`config.mk`:
```
export PLATFORM = sky130hd
export DESIGN_NAME = regfile_mp
export DESIGN_NICKNAME = d
export VERILOG_FILES = /design/src/rtl/core_pkg.sv /design/src/rtl/regfile_scoreboard.sv /design/src/rtl/regfile_mp.sv
export SDC_FILE = /design/constraint.sdc
export NUM_CORES = 2
export LEC_CHECK = 0
export CAP_MARGIN = 20
export CORE_AREA = 2 2 440 311
export DETAILED_ROUTE_END_ITERATION = 8
export DIE_AREA = 0 0 442 313
export PLACE_DENSITY_LB_ADDON = 0.1
export SETUP_SLACK_MARGIN = 0.1
export SLEW_MARGIN = 20
export SYNTH_ARGS = -nofsm -noshare
export SYNTH_HDL_FRONTEND = slang
export SYNTH_SLANG_ARGS = --single-unit
```
`constraint.sdc`:
```
create_clock -name clk -period 3.8 [get_ports clk]
set_input_delay 0.57 -clock clk [delete_from_list [all_inputs] [get_ports clk]]
set_output_delay 0.57 -clock clk [all_outputs]
set_load 0.02 [all_outputs]
```
`src/rtl/core_pkg.sv`:
```
// Shared RV32I core constants: datapath width, architectural register count and the zero register.
package core_pkg;

  localparam int unsigned XLEN_DEF  = 32;
  localparam int unsigned NREGS_DEF = 32;
  localparam int unsigned REG_AW    = $clog2(NREGS_DEF);
  localparam int unsigned REG_ZERO  = 0;

endpackage

```
`src/rtl/regfile_scoreboard.sv`:
```
// Per-register busy bits for hazard detection: issue sets, writeback clears, and issue wins on a tie.
module regfile_scoreboard
  import core_pkg::*;
#(
  parameter int unsigned NREGS  = NREGS_DEF,
  parameter int unsigned AW     = $clog2(NREGS),
  parameter int unsigned NRD    = 2,
  parameter int unsigned NWR    = 2,
  parameter bit          BYPASS = 1'b1
) (
  input  logic                 clk,
  input  logic                 rst_n,
  input  logic [NWR-1:0]       we,
  input  logic [NWR*AW-1:0]    waddr,
  input  logic [NRD*AW-1:0]    raddr,
  input  logic                 iss_valid,
  input  logic [AW-1:0]        iss_rd,
  output logic [NRD-1:0]       rbusy,
  output logic [NREGS-1:0]     busy_vec
);

  logic [NREGS-1:0] busy_q, busy_d;
  logic [NREGS-1:0] set_c, clr_c;
  logic [AW-1:0]    ra;

  // Set/clear vectors for this cycle; the zero register can never become busy.
  always_comb begin
    set_c = '0;
    clr_c = '0;
    if (iss_valid && (iss_rd != AW'(REG_ZERO))) set_c[iss_rd] = 1'b1;
    for (int unsigned k = 0; k < NWR; k++) begin
      if (we[k] && (waddr[k*AW +: AW] != AW'(REG_ZERO))) clr_c[waddr[k*AW +: AW]] = 1'b1;
    end
    busy_d           = (busy_q & ~clr_c) | set_c;
    busy_d[REG_ZERO] = 1'b0;
  end

  always_ff @(posedge clk or negedge rst_n) begin
    if (!rst_n) busy_q <= '0;
    else        busy_q <= busy_d;
  end

  assign busy_vec = busy_q;

  // A same-cycle writeback releases the reader early unless a new producer issues to the same register.
  always_comb begin
    rbusy = '0;
    ra    = '0;
    for (int unsigned j = 0; j < NRD; j++) begin
      ra       = raddr[j*AW +: AW];
      rbusy[j] = busy_q[ra] && (ra != AW'(REG_ZERO));
      if (BYPASS && clr_c[ra] && !set_c[ra]) rbusy[j] = 1'b0;
    end
  end

endmodule

```
`src/rtl/regfile_mp.sv`:
```
// Multi-port integer register file with hardwired x0, prioritised writes, optional write-to-read bypass and busy scoreboard.
module regfile_mp
  import core_pkg::*;
#(
  parameter int unsigned XLEN   = XLEN_DEF,
  parameter int unsigned NREGS  = NREGS_DEF,
  parameter int unsigned AW     = $clog2(NREGS),
  parameter int unsigned NRD    = 2,
  parameter int unsigned NWR    = 2,
  parameter bit          BYPASS = 1'b1
) (
  input  logic                 clk,
  input  logic                 rst_n,
  input  logic [NWR-1:0]       we,
  input  logic [NWR*AW-1:0]    waddr,
  input  logic [NWR*XLEN-1:0]  wdata,
  input  logic [NRD*AW-1:0]    raddr,
  output logic [NRD*XLEN-1:0]  rdata,
  output logic [NRD-1:0]       rbusy,
  input  logic                 iss_valid,
  input  logic [AW-1:0]        iss_rd,
  output logic [NREGS-1:0]     busy_vec
);

  logic [NREGS-1:0][XLEN-1:0] regs_q, regs_d;
  logic [AW-1:0]              ra;
  logic [XLEN-1:0]            rv;

  // Ascending port order lets the highest-index enabled port win a same-address collision.
  always_comb begin
    regs_d = regs_q;
    for (int unsigned k = 0; k < NWR; k++) begin
      if (we[k] && (waddr[k*AW +: AW] != AW'(REG_ZERO))) begin
        regs_d[waddr[k*AW +: AW]] = wdata[k*XLEN +: XLEN];
      end
    end
    regs_d[REG_ZERO] = '0;
  end

  always_ff @(posedge clk or negedge rst_n) begin
    if (!rst_n) regs_q <= '0;
    else        regs_q <= regs_d;
  end

  // Reads are forced to zero during reset so a pending write cannot bypass through.
  always_comb begin
    rdata = '0;
    ra    = '0;
    rv    = '0;
    for (int unsigned j = 0; j < NRD; j++) begin
      ra = raddr[j*AW +: AW];
      rv = regs_q[ra];
      if (BYPASS) begin
        for (int unsigned k = 0; k < NWR; k++) begin
          if (we[k] && (waddr[k*AW +: AW] == ra)) rv = wdata[k*XLEN +: XLEN];
        end
      end
      if ((ra == AW'(REG_ZERO)) || !rst_n) rv = '0;
      rdata[j*XLEN +: XLEN] = rv;
    end
  end

  regfile_scoreboard #(
    .NREGS  (NREGS),
    .AW     (AW),
    .NRD    (NRD),
    .NWR    (NWR),
    .BYPASS (BYPASS)
  ) u_sb (
    .clk       (clk),
    .rst_n     (rst_n),
    .we        (we),
    .waddr     (waddr),
    .raddr     (raddr),
    .iss_valid (iss_valid),
    .iss_rd    (iss_rd),
    .rbusy     (rbusy),
    .busy_vec  (busy_vec)
  );

endmodule

```
==> results.cfg <==
[status]
outcome = completed

[layout]
syn2layout_area_growth_pct = 18.4
final_common_cell = mux2i_1
fin_area_sq_um = 78900
layout.nets = 6588
regArea_sq_um = 25600
fillers = 11316
drive_above_1_share_pct = 24.7
final_cell_mix = mux2i_1, dfrtp_1, nand2_1
multiInputGateArea_sq_um = 38300

[detailed_routing]
vias = 57527
dr.pass1.iters = 8
antenna_left = 0
drt_iter0_drc = 9232
viasPerCell = 6.87
avgRoutedWirePerCell_microns = 36.2
drcViolationCount = 0
routed_wl_mm = 303

[clock_network]
clk_latency_ns = 0.79
root_buffer = clkbuf_16
cts_inserted_buffers = 109
cts_tree = done
h-tree-depth = 3
cts.sinks = 1023
cts_buffer_depth = 3
clk_pin_slew_ns = 0.07

[setup_path]
r2r_start = u_sb.busy_vec[16]
critPathLaunchType = input port
reg2reg_depth = 1
worstPathArrival_ns = 3.15
worst_ep_required_time_ns = 3.23
cp-end-kind = output port
reg2reg_to = u_sb.busy_vec[16]
reg2reg_slack_ns = 2.85
crit_fanout = 7
critPathKind = input port to output port

[timing]
max_freq_mhz = 269
rsz0062_at_grt = yes
fin_crit_sh_pct = 97.9
hold_viol_final = 0
setup_viol = 0
worstMarginPinSlew_ns = 1.17
max-slew-margin-rel_pct = 21.9
slew_viol_final = 0
fin_crit_ns = 3.72
fin_setup_tns_ns = 0
skew_ns = 0

[min_path]
hold_class = input port to asynchronous set/reset pin

[die]
row_count = 113
core_sq_um = 134000
chipWidth_microns = 442
initial_utilization_pct = 49.6
die_h_microns = 313
num_io_pins = 192
dieArea_sq_um = 138000

[synth]
ys_warn_count = 0
ys_seq_area_share_pct = 38.4
async_flop_share_pct = 100
synthTopCellsByArea = dfrtp_1, mux4_2, mux2i_1, o21ai_0, nand2_1
syn_area_sq_um = 66600
synth_area_per_cell_sq_um = 10.6
synth_top_area_share_pct = 38.4
postSynthCellCount = 6304
ys_types = 75
syn_nets = 6398
synth-seq-cells = 1023
synth_edf_count = 0
synth_ff_type = dfrtp_1
synth_top_area_cell = dfrtp_1

[placed_design]
place.gp.congestion = 0.990
place_area_sq_um = 74600
dp_hpwl_mm = 191
io_buffers = 190

[global_route]
gr-max-usage-layer = met1
grtUsageTotal_pct = 43.4
grt_pass1_vias = 54473
use_met2_pct = 58.2
globalRouteMet3Util_pct = 16.8
met1_usage_pct = 62.3
grt_start_max_net_pins = 150
grt.overflow.total = 0
antenna_found_initial = 10
grt_pass1_wl_mm = 425

[power]
p_per_area_nw_per_um2 = 494
ir_drop_mv = 0.466
p_leak_nw = 32.4

[job]
drv_cap = 0
worst max-delay path by stage:
stage                  start  cells past startpoint        end
floorplan           raddr[6]                      9   rbusy[1]
global placement    waddr[3]                     11  rdata[14]
detailed placement  waddr[3]                     11  rdata[14]
CTS                 raddr[0]                      9  rdata[21]
global route        waddr[7]                     12   rbusy[1]
finish              waddr[7]                     12   rbusy[1]
routing by layer:
| layer | vias to the layer above | part of all wire [%] |
|---|---|---|
| met5 | - | 0.016 |
| met4 | 8 | 4.9 |
| met3 | 796 | 15 |
| met2 | 4446 | 40 |
| met1 | 28841 | 40 |
| li1 | 23436 | - |
what timing repair did:
action / in CTS / in global routing
hold buffers: 1 / 0
cloned: 0 / 1
hold endpoints to repair: 43 / 0
gates resized for setup: 132 / 58
pin swaps: 12 / 11
setup buffers: 7 / 10
endpoints found under the setup margin: 66 / 41
critical path, stage by stage:
cell	delay (ns)
clkdlybuf4s50_1	0.48
buf_6	0.15
and4b_1	0.26
buf_6	0.13
nand2_4	0.05
a311o_1	0.31
or4_1	0.49
a21oi_2	0.19
buf_4	0.14
nor4_1	0.05
buf_4	0.16
buf_2	0.15
cell families (layout without fill, tap and decap cells):
family	after synthesis	count (layout)	share of synthesized area, %
compound gates	1305	1305	11.1
simple gates	1469	1469	9.04
buf+inv	829	1116	5.17
other cells	1	4	0.00563
mux	1651	1651	35.9
xor+xnor	26	26	0.342
flops	1023	1023	38.4
stage by stage:
step | power, mW | setup WS, ns | cells | hold WS (ns) | util (%)
after floorplan | 22.9 | 0.459 | 6304 | 0.274 | -
after global placement | 26.7 | -0.776 | 8146 | 0.444 | 55.5
after detailed placement | 27.1 | -0.695 | 8146 | 0.444 | 55.5
after CTS | 38.5 | 0.103 | 8362 | 0.221 | 58.5
after global routing | 40.4 | 0.0291 | 8373 | 0.232 | 58.6
final | 39.0 | 0.0816 | 8376 | 0.245 | 58.6
where the power goes:
group	leakage (nW)	internal (mW)	switching, mW
clock	1.86	6.54	5.10
sequential	12.5	13.8	2.41
combinational	18.0	5.93	5.21
state kept, by name, summed over array words and instances (netlist names):
register       count
u_sb.busy_vec     31
regs_q           992
layout make-up:
class | count | share of cell area, %
clock buffer | 162 | 4.10
antenna | 3 | 0.00952
clock inverter | 46 | 0.719
tap | 1782 | 2.83
timing repair buffer | 888 | 11.2
sequential | 1023 | 32.5
multi-input combinational | 4452 | 48.6
inverter | 20 | 0.102
Yosys cell counts (6+ instances only):
library cell / count
nand2b_1: 34
a32o_1: 63
a221oi_1: 7
and3_1: 8
xnor2_1: 10
nor2_1: 547
a31oi_1: 6
nand4bb_1: 6
buf_6: 13
inv_1: 18
nor4_1: 10
a21oi_1: 427
nand4b_1: 6
nand3_1: 57
clkbuf_1: 549
o221ai_1: 14
and4b_1: 7
o2bb2ai_1: 49
a2111oi_0: 6
a41oi_1: 6
buf_2: 149
nor2b_1: 10
buf_4: 8
dfrtp_1: 1023
nand2_1: 743
a22oi_1: 15
xor2_1: 16
a22o_1: 9
buf_1: 73
clkbuf_2: 17
mux2i_1: 1058
mux4_2: 590
a311oi_1: 6
o21ai_0: 649
o22ai_1: 9
No activity file was read; power rests on OpenSTA's default activity.
